File: config.mk
export PLATFORM = sky130hd
export DESIGN_NAME = decoder_flat
export DESIGN_NICKNAME = d
export VERILOG_FILES = /design/src/rtl/decoder_pkg.sv /design/src/rtl/decoder_if.sv /design/src/rtl/decoder_vocab_index.sv /design/src/rtl/decoder.sv /design/src/flat_wrapper.sv
export SDC_FILE = /design/constraint.sdc
export NUM_CORES = 1
export LEC_CHECK = 0
export ABC_AREA = 1
export BUFFER_PORTS_ARGS = -buffer_cell sky130_fd_sc_hd__buf_2
export CAP_MARGIN = 20
export CORE_AREA = 2 2 75 77
export CTS_BUF_LIST = sky130_fd_sc_hd__clkbuf_2
export DETAILED_ROUTE_END_ITERATION = 8
export DIE_AREA = 0 0 77 79
export REMOVE_ABC_BUFFERS = 1
export SLEW_MARGIN = 5
export SYNTH_ARGS = -nofsm -noshare
export SYNTH_HDL_FRONTEND = slang
export SYNTH_SLANG_ARGS = --single-unit
File: constraint.sdc
create_clock -name clk -period 2.1 [get_ports clk]
set_clock_uncertainty 0.2 [all_clocks]
set_input_delay 0.42 -clock clk [delete_from_list [all_inputs] [get_ports clk]]
set_output_delay 0.42 -clock clk [all_outputs]
set_load 0.05 [all_outputs]
File: src/rtl/decoder_pkg.sv
// decoder_pkg: shared types and constants for the token-to-text decoder.
// Holds the FSM state enum and the end-of-stream token value.
package decoder_pkg;

  localparam int unsigned DEF_ADDR_WIDTH = 4;
  localparam int unsigned DEF_DATA_WIDTH = 8;

  localparam logic [DEF_DATA_WIDTH-1:0] TOK_END = '1;

  typedef enum logic [3:0] {
    IDLE,
    T_FETCH,
    T_EVAL,
    SEEK,
    SEEK_EV,
    COPY_RD,
    COPY_WR,
    FIN,
    DONE,
    BUILD,
    BUILD_EV
  } decoder_state;

endpackage

File: src/rtl/decoder_if.sv
// decoder_if: memory bus between the decoder and its three srams.
// master drives token/vocab read addresses and output write port.
interface decoder_if #(
  parameter int ADDR_WIDTH = 4,
  parameter int DATA_WIDTH = 8
);
  logic [ADDR_WIDTH-1:0] tok_addr;
  logic [DATA_WIDTH-1:0] tok_dout;
  logic [ADDR_WIDTH-1:0] voc_addr;
  logic [DATA_WIDTH-1:0] voc_dout;
  logic [ADDR_WIDTH-1:0] out_addr;
  logic [DATA_WIDTH-1:0] out_din;
  logic                  out_we;

  modport master (
    output tok_addr,
    input  tok_dout,
    output voc_addr,
    input  voc_dout,
    output out_addr,
    output out_din,
    output out_we
  );

  modport slave (
    input  tok_addr,
    output tok_dout,
    input  voc_addr,
    output voc_dout,
    input  out_addr,
    input  out_din,
    input  out_we
  );
endinterface

File: src/rtl/decoder_vocab_index.sv
// vocab_index: word start-address table filled during the BUILD pass.
// Ports: clr restarts, en/addr/data feed one vocab char, idx -> start, nwords.
module vocab_index #(
  parameter int ADDR_WIDTH = 4,
  parameter int DATA_WIDTH = 8
) (
  input  logic                  clk,
  input  logic                  rst,
  input  logic                  clr,
  input  logic                  en,
  input  logic [ADDR_WIDTH-1:0] addr,
  input  logic [DATA_WIDTH-1:0] data,
  input  logic [ADDR_WIDTH-1:0] idx,
  output logic [ADDR_WIDTH-1:0] start,
  output logic [ADDR_WIDTH-1:0] nwords
);

  logic [ADDR_WIDTH-1:0] tbl [2**ADDR_WIDTH];
  logic at_start;
  logic stopped;
  logic rec;

  // A nonzero char right after a terminator (or at 0) opens a word;
  // a zero there is the empty word that ends the vocab.
  assign rec = en && !clr && !stopped && at_start
            && (data != '0);

  always_ff @(posedge clk or posedge rst) begin
    if (rst) begin
      nwords   <= '0;
      at_start <= 1'b1;
      stopped  <= 1'b0;
    end else if (clr) begin
      nwords   <= '0;
      at_start <= 1'b1;
      stopped  <= 1'b0;
    end else if (en && !stopped) begin
      if (at_start) begin
        if (data == '0) begin
          stopped <= 1'b1;
        end else begin
          nwords   <= nwords + 1'b1;
          at_start <= 1'b0;
        end
      end else if (data == '0) begin
        at_start <= 1'b1;
      end
    end
  end

  always_ff @(posedge clk) begin
    if (rec) tbl[nwords] <= addr;
  end

  assign start = tbl[idx];

endmodule

File: src/rtl/decoder.sv
// decoder: expands vocab-index tokens into null-terminated words.
// Ports: clk, rst, cs start, done/err status, mem bus. Option: DECODER_INDEX_CACHE_EN.
module decoder
  import decoder_pkg::*;
#(
  parameter int ADDR_WIDTH = 4,
  parameter int DATA_WIDTH = 8
) (
  input  logic clk,
  input  logic rst,
  input  logic cs,
  output logic done,
  output logic err,
  decoder_if.master mem
);

  localparam logic [ADDR_WIDTH-1:0] AMAX = '1;

  decoder_state state;
  logic [ADDR_WIDTH-1:0] tp;
  logic [ADDR_WIDTH-1:0] va;
  logic [ADDR_WIDTH-1:0] op;
  logic tok_end;
  logic wr_cpy;

`ifdef DECODER_INDEX_CACHE_EN
  logic [ADDR_WIDTH-1:0] start_addr;
  logic [ADDR_WIDTH-1:0] nwords;
  logic                  bad_k;

  vocab_index #(
    .ADDR_WIDTH(ADDR_WIDTH),
    .DATA_WIDTH(DATA_WIDTH)
  ) u_index (
    .clk   (clk),
    .rst   (rst),
    .clr   ((state == IDLE || state == DONE) && cs),
    .en    (state == BUILD_EV),
    .addr  (va),
    .data  (mem.voc_dout),
    .idx   (mem.tok_dout[ADDR_WIDTH-1:0]),
    .start (start_addr),
    .nwords(nwords)
  );

  assign bad_k = mem.tok_dout >= DATA_WIDTH'(nwords);
`else
  logic [DATA_WIDTH-1:0] k;
  logic [DATA_WIDTH-1:0] cnt;
  logic                  prevz;
`endif

  assign tok_end = &mem.tok_dout;

  // The write port is purely combinational so reset kills it at once.
  assign wr_cpy       = (state == COPY_WR) && (op != AMAX);
  assign mem.tok_addr = tp;
  assign mem.voc_addr = va;
  assign mem.out_addr = op;
  assign mem.out_we   = wr_cpy || (state == FIN);
  assign mem.out_din  = wr_cpy ? mem.voc_dout : '0;

  always_ff @(posedge clk or posedge rst) begin
    if (rst) begin
      state <= IDLE;
      tp    <= '0;
      va    <= '0;
      op    <= '0;
      done  <= 1'b0;
      err   <= 1'b0;
`ifndef DECODER_INDEX_CACHE_EN
      k     <= '0;
      cnt   <= '0;
      prevz <= 1'b0;
`endif
    end else begin
      unique case (state)
        IDLE, DONE: begin
          if (cs) begin
            tp   <= '0;
            op   <= '0;
            va   <= '0;
            err  <= 1'b0;
            done <= 1'b0;
`ifdef DECODER_INDEX_CACHE_EN
            state <= BUILD;
`else
            state <= T_FETCH;
`endif
          end
        end
`ifdef DECODER_INDEX_CACHE_EN
        BUILD: state <= BUILD_EV;
        BUILD_EV: begin
          if (va == AMAX) begin
            va    <= '0;
            state <= T_FETCH;
          end else begin
            va    <= va + 1'b1;
            state <= BUILD;
          end
        end
`endif
        T_FETCH: state <= T_EVAL;
        T_EVAL: begin
          va <= '0;
          if (tok_end || tp == AMAX) begin
            state <= FIN;
          end else if (mem.tok_dout == '0) begin
            state <= COPY_RD;
`ifdef DECODER_INDEX_CACHE_EN
          end else if (bad_k) begin
            err   <= 1'b1;
            tp    <= tp + 1'b1;
            state <= T_FETCH;
          end else begin
            va    <= start_addr;
            state <= COPY_RD;
          end
        end
`else
          end else begin
            k     <= mem.tok_dout;
            cnt   <= '0;
            prevz <= 1'b0;
            state <= SEEK;
          end
        end
        SEEK: state <= SEEK_EV;
        SEEK_EV: begin
          prevz <= (mem.voc_dout == '0);
          if (mem.voc_dout == '0) begin
            // Terminator at AMAX leaves no room for a next word.
            if (prevz || va == '0 || va == AMAX) begin
              err   <= 1'b1;
              tp    <= tp + 1'b1;
              state <= T_FETCH;
            end else if (cnt + DATA_WIDTH'(1) == k) begin
              va    <= va + 1'b1;
              state <= COPY_RD;
            end else begin
              cnt   <= cnt + DATA_WIDTH'(1);
              va    <= va + 1'b1;
              state <= SEEK;
            end
          end else if (va == AMAX) begin
            err   <= 1'b1;
            tp    <= tp + 1'b1;
            state <= T_FETCH;
          end else begin
            va    <= va + 1'b1;
            state <= SEEK;
          end
        end
`endif
        COPY_RD: state <= COPY_WR;
        COPY_WR: begin
          if (op == AMAX) begin
            // Last cell is reserved for the closing zero.
            err   <= 1'b1;
            state <= FIN;
          end else begin
            op <= op + 1'b1;
            if (mem.voc_dout == '0) begin
              tp    <= tp + 1'b1;
              state <= T_FETCH;
            end else begin
              va    <= va + 1'b1;
              state <= COPY_RD;
            end
          end
        end
        FIN: begin
          done  <= 1'b1;
          state <= DONE;
        end
        default: state <= IDLE;
      endcase
    end
  end

endmodule

File: src/flat_wrapper.sv
// flat-port wrapper written by rule: the top's interface ports become plain ports
module decoder_flat import decoder_pkg::*;
#(
  parameter int ADDR_WIDTH = 4,
  parameter int DATA_WIDTH = 8
)
  (clk, rst, cs, done, err, mem_tok_addr, mem_tok_dout, mem_voc_addr, mem_voc_dout, mem_out_addr, mem_out_din, mem_out_we);
  decoder_if #(.ADDR_WIDTH(ADDR_WIDTH), .DATA_WIDTH(DATA_WIDTH)) mem_i ();
  input  logic clk;
  input  logic rst;
  input  logic cs;
  output logic done;
  output logic err;
  output wire logic [$bits(mem_i.tok_addr)-1:0] mem_tok_addr;
  input wire logic [$bits(mem_i.tok_dout)-1:0] mem_tok_dout;
  output wire logic [$bits(mem_i.voc_addr)-1:0] mem_voc_addr;
  input wire logic [$bits(mem_i.voc_dout)-1:0] mem_voc_dout;
  output wire logic [$bits(mem_i.out_addr)-1:0] mem_out_addr;
  output wire logic [$bits(mem_i.out_din)-1:0] mem_out_din;
  output wire logic [$bits(mem_i.out_we)-1:0] mem_out_we;
  assign mem_tok_addr = mem_i.tok_addr;
  assign mem_i.tok_dout = mem_tok_dout;
  assign mem_voc_addr = mem_i.voc_addr;
  assign mem_i.voc_dout = mem_voc_dout;
  assign mem_out_addr = mem_i.out_addr;
  assign mem_out_din = mem_i.out_din;
  assign mem_out_we = mem_i.out_we;
  decoder #(.ADDR_WIDTH(ADDR_WIDTH), .DATA_WIDTH(DATA_WIDTH)) u_core (.clk(clk), .rst(rst), .cs(cs), .done(done), .err(err), .mem(mem_i));
endmodule
## Word level (Yosys, flattened, before mapping)

Index checks and enable logic that the tools add are counted.

| word-level totals | value |
|---|---|
| register bits | 35 |
| input bits | 19 |
| output and inout port bits | 23 |
| word-level logic and storage cells | 108 |

| operators by class | value |
|---|---|
| $add $sub $neg | 4 |
| equality and inequality tests | 27 |
| mux-type cells | 42 |
| bitwise gates (word level) | 2 |
| reduce and logical (&&, ||, !) cells | 24 |

Operators by type and width:

| operator | count |
|---|---|
| $mux 4 | 17 |
| $mux 8 | 6 |
| $pmux 4 s8 | 1 |
| $ne 2x2->1 const B | 9 |
| $reduce_and 6->1 | 3 |
| $eq 4x3->1 const B | 4 |
| $eq 4x4->1 const B | 4 |
| $logic_not 8->1 | 2 |
| $pmux 4 s4 | 1 |
| $pmux 8 s2 | 1 |
| $add 4x1->4 const B | 3 |
| $pmux 4 s3 | 1 |
| $mux 3 | 3 |
| $reduce_and 3->1 | 3 |
| $add 8x1->8 const B | 1 |
| $eq 4x2->1 const B | 2 |
| $eq 8x8->1 | 1 |
| $logic_not 4->1 | 2 |
| $pmux 4 s2 | 1 |
| $reduce_and 8->1 | 1 |
| $mux 1 | 7 |
| $ne 3x3->1 const B | 2 |
| $reduce_bool 2->1 | 3 |
| $reduce_and 5->1 | 1 |
| 15 further kinds | 20 |

## Logic depth before layout (Yosys ltp)

| logic depth | value |
|---|---|
| depth in word-level cells | 6 |
| mapped depth | 12 |
| depth with buffers taken out | 12 |

## Worst setup path before layout

No wires, ideal clock.

| timing path | value |
|---|---|
| path kind | register to output |
| from | register u_core.op[0] (netlist: u_core.mem.out_addr[0]) |
| to | output port mem_out_din[0] |
| arrival | 2019 ps |
| data required time | 1480 ps |
| path slack | -539 ps |
| cell stages (with the launch flop) | 8 |
| buffers on the path | 1 |
| cells stage by stage | dfrtp_1 -> ha_1 -> nand2_1 -> inv_1 -> nand2_1 -> nand2_1 -> clkbuf_1 -> nor2_1 |

| on the way | value |
|---|---|
| longest elaborated chain between the ends | 3 |

Ends and longest elaborated chain:

| item | line | source |
|---|---|---|
| from (decl) | decoder.sv:22 | `logic [ADDR_WIDTH-1:0] op;` |
| from (signal assigned) | decoder.sv:163 | `op <= op + 1'b1;` |
| $ne 4x4->1 | decoder.sv:56 | `assign wr_cpy = (state == COPY_WR) && (op != AMAX);` |
| $logic_and 1x1->1 | decoder.sv:56 |  |
| $mux 8 | decoder.sv:61 | `assign mem.out_din = wr_cpy ? mem.voc_dout : '0;` |
| to (decl) | flat_wrapper.sv:19 | `output wire logic [$bits(mem_i.out_din)-1:0] mem_out_din;` |

No other way between the ends.

## Final worst setup path

| timing path | value |
|---|---|
| from | register u_core.state[2] |
| to | output port mem_out_din[0] |

| on the way | value |
|---|---|
| longest elaborated chain between the ends | 3 |

Ends and longest elaborated chain:

| item | line | source |
|---|---|---|
| from (decl) | decoder.sv:19 | `decoder_state state;` |
| from (signal assigned) | decoder.sv:65 | `state <= IDLE;` |
| from (signal assigned) | decoder.sv:88 | `state <= T_FETCH;` |
| from (signal assigned) | decoder.sv:104 | `T_FETCH: state <= T_EVAL;` |
| $eq 4x3->1 | decoder.sv:56 |  |
| $logic_and 1x1->1 | decoder.sv:56 |  |
| $mux 8 | decoder.sv:61 |  |

No other way between the ends.

==> flow_metrics.env <==
export IMPL_start_util=0.420
export IMPL_detail_route_antenna_nets=0
export IMPL_grt_antenna_before_repair=0
export IMPL_grt_pass1_vias=2209
export IMPL_pin_count=42
export IMPL_fin_crit_sh=1.07
export IMPL_swShare=0.504
export IMPL_drt_total_wl_microns=5850
export IMPL_critPathKind="reg2out"
export IMPL_grt_max_degree=36
export IMPL_dieArea_sq_um=6080
export IMPL_gr_total_overflow=0
export IMPL_setup_ws_ps=-156
export IMPL_violations="negative setup slack"
export IMPL_p_leak_nw=1.61
export IMPL_num_vias=2331
export IMPL_setup_tns_ps=-1220
export IMPL_gp_congestion=0.852
export IMPL_clockBufferDepth=2
export IMPL_register_area_sq_um=878
export IMPL_syn_area_sq_um=2240
export IMPL_fillCellCount=519
export IMPL_yosysWarnings=0
export IMPL_cts_buffers=5
export IMPL_dpl_cell_area_sq_um=2640
export IMPL_cts_tree="yes"
export IMPL_max_slew_margin=0.699
export IMPL_synth_seq_cells=35
export IMPL_clkLatencyLatePin_ps=370
export IMPL_htreeDepth=2
export IMPL_power_mw=3.31
export IMPL_crit_arrival_ps=1640
export IMPL_ys_seq_area_frac=0.390
export IMPL_synth_edf_count=0
export IMPL_multi_input_area_sq_um=1350
export IMPL_grt_setup_unrepaired="true"
export IMPL_power_switching_mw=1.67
export IMPL_hold_path_class="in2reg"
export IMPL_synth_most_common_cell="nand2_1"
export IMPL_synth_cell_types=28
export IMPL_drt_iter0_drc=189
export IMPL_end_kind="output pin"
export IMPL_cp_required_ps=1480
export IMPL_synthTopCellsByCount="nand2_1 (80), inv_1 (49), nand3_1 (37), nor2_1 (37), dfrtp_1 (35)"
export IMPL_instances_no_fill=470
export IMPL_async_reset_ff_frac=1.00
export IMPL_fin_util=0.575
export IMPL_hold_viol_final=0
export IMPL_finalCriticalPeriod_ps=2260
export IMPL_start_kind="flop"
export IMPL_slew_viol_final=0
export IMPL_netlist_area_leader_share=0.390
export IMPL_dr_pass1_iters=4
export IMPL_ir_drop_uv=763
export IMPL_nets=421
export IMPL_fp_dieH_microns=79
export IMPL_max_slew_worst_pin_slew_ps=452
export IMPL_status="finished, violations left"
export IMPL_max_freq_ghz=0.443
export IMPL_routedWlPerCell_microns=12.4
export IMPL_p_comb_frac=0.600
export IMPL_die_x_microns=77
export IMPL_crit_fanout=6
export IMPL_dp_hpwl_microns=4020
export IMPL_syn_instance_count=321
export IMPL_dp_cells=447
export IMPL_route_detailed_drc=0
export IMPL_layout_drive_gt1_share=0.322
export IMPL_synth_area_leaders="dfrtp_1 (39%), nand2_1 (13%), nand3_1 (8.3%)"
export IMPL_cts_root_buf="clkbuf_2"
export IMPL_synth_largest_area_cell="dfrtp_1"
export IMPL_grt_pass1_wl_microns=9660
export IMPL_syn_avg_cell_area_sq_um=6.99
export IMPL_cts_sinks=35
export IMPL_area_growth_syn_to_layout_pct=36.9
export IMPL_design_area_sq_um=3070
export IMPL_clk_pin_slew_ps=180
export IMPL_internal_power_mw=1.64
export IMPL_viasPerCell=4.96
export IMPL_synth_top_flop_cell="dfrtp_1"
export IMPL_drv_cap=0
export IMPL_setup_viol=9
export IMPL_seq_power_share=0.309
export IMPL_insertedDiodeCount=0
export IMPL_rows=27
export IMPL_grt_usage=0.195
export IMPL_core_area_sq_um=5340
export IMPL_powerDensity_nw_per_um2=1080
export IMPL_clkPwrFrac=0.091
export IMPL_port_buffers=41
[through the flow]
| stage | hold WS [ps] | setup WS (ps) |
|---|---|---|
| detailed placement | 283 | 20.4 |
| finish | 95.2 | -156 |
| floorplan | 269 | -491 |
| global route | 103 | -254 |
| CTS | 74.3 | -136 |
| global placement | 290 | 75.8 |
[flip-flops by register name, indices dropped and copies added, names as in the netlist]
signal	cells
u_core.cnt	8
u_core.k	8
u_core.mem.out_addr	4
u_core.mem.tok_addr	4
u_core.mem.voc_addr	4
u_core.state	4
u_core.done	1
u_core.err	1
u_core.prevz	1
[layer usage]
layer,GRT usage,part of all wire
met1,0.239,0.43
met2,0.351,0.51
met3,0.0330,0.037
met4,0.0661,0.020
met5,0,0
[critical path, cell delays in order, from the launching register on]
cell	delay (ps)
dfrtp_1	400
inv_2	60
nor2_4	110
nand2_2	80
inv_2	80
nand2_4	60
inv_6	90
nand2_8	90
nor2_4	110
buf_6	160
[cell families (layout without fill, tap and decap cells)]
family,after synthesis,count (layout),share of synthesized area
AND/OR/NAND/NOR,188,189,0.384
buffers and inverters,56,132,0.0976
flip-flops,35,35,0.390
AO/OA/AOI/OAI,30,30,0.0725
XOR/XNOR,6,6,0.0234
adder cells (fa/ha/maj),5,5,0.0279
multiplexers,1,1,0.00446
[power by group through the flow]
stage	registers, mW	logic [mW]	clock network [mW]
5_1_grt	1.05	2.16	0.331
3_3_place_gp	1.03	1.60	0
2_1_floorplan	1.26	0.889	0
4_1_cts	1.02	1.79	0.316
3_5_place_dp	1.03	1.61	0
6_report	1.02	1.98	0.301
[path summary, 6_finish.rpt]
| kind | startpoint | end | slack, ps | cells past startpoint |
|---|---|---|---|---|
| worst max-delay path | u_core.state[2]$_DFFE_PP0N_ | mem_out_din[0] | -160 | 9 |
| worst min-delay path | mem_tok_dout[1] | u_core.k[1]$_DFFE_PP0P_ | 100 | 3 |
| worst max register to register | u_core.state[2]$_DFFE_PP0N_ | u_core.mem.voc_addr[1]$_DFFE_PP0P_ | 70 | 13 |
| worst min register to register | u_core.prevz$_DFFE_PP0P_ | u_core.prevz$_DFFE_PP0P_ | 330 | 2 |
| max in group asynchronous | rst | u_core.k[7]$_DFFE_PP0P_ | 910 | 4 |
| min in group asynchronous | rst | u_core.cnt[1]$_DFFE_PP0P_ | 460 | 4 |
[cell usage in the layout (no fill, tap or decap), drive strengths merged]
cell type,netlist,routed
nand2,84,85
buf,2,71
inv,52,52
nor2,44,44
nand3,40,40
dfrtp,35,35
o21ai,20,20
nand4,17,17
a21oi,6,6
clkbuf,2,6
ha,5,5
xnor2,3,3
xor2,3,3
nor3,3,3
clkinv,0,2
o21bai,1,1
o211ai,1,1
o31ai,1,1
a31oi,1,1
mux2i,1,1
dlygate4sd3,0,1
[final cells by class]
type	instances	share of cell area
repair buffers	72	0.168
clock inverters	2	0.00244
well taps	72	0.0293
flip-flops and latches	35	0.286
multi-input cells	231	0.439
clock buffers	6	0.00978
inverters	52	0.0652
[timing repair]
action,in CTS,in global routing
hold buffers,1,0
setup buffers,7,6
setup endpoints to repair,9,28
cloned,1,0
resized for setup,53,28
endpoints found under the hold margin,35,0
pin swaps,6,7
No activity file was read; power rests on OpenSTA's default activity.
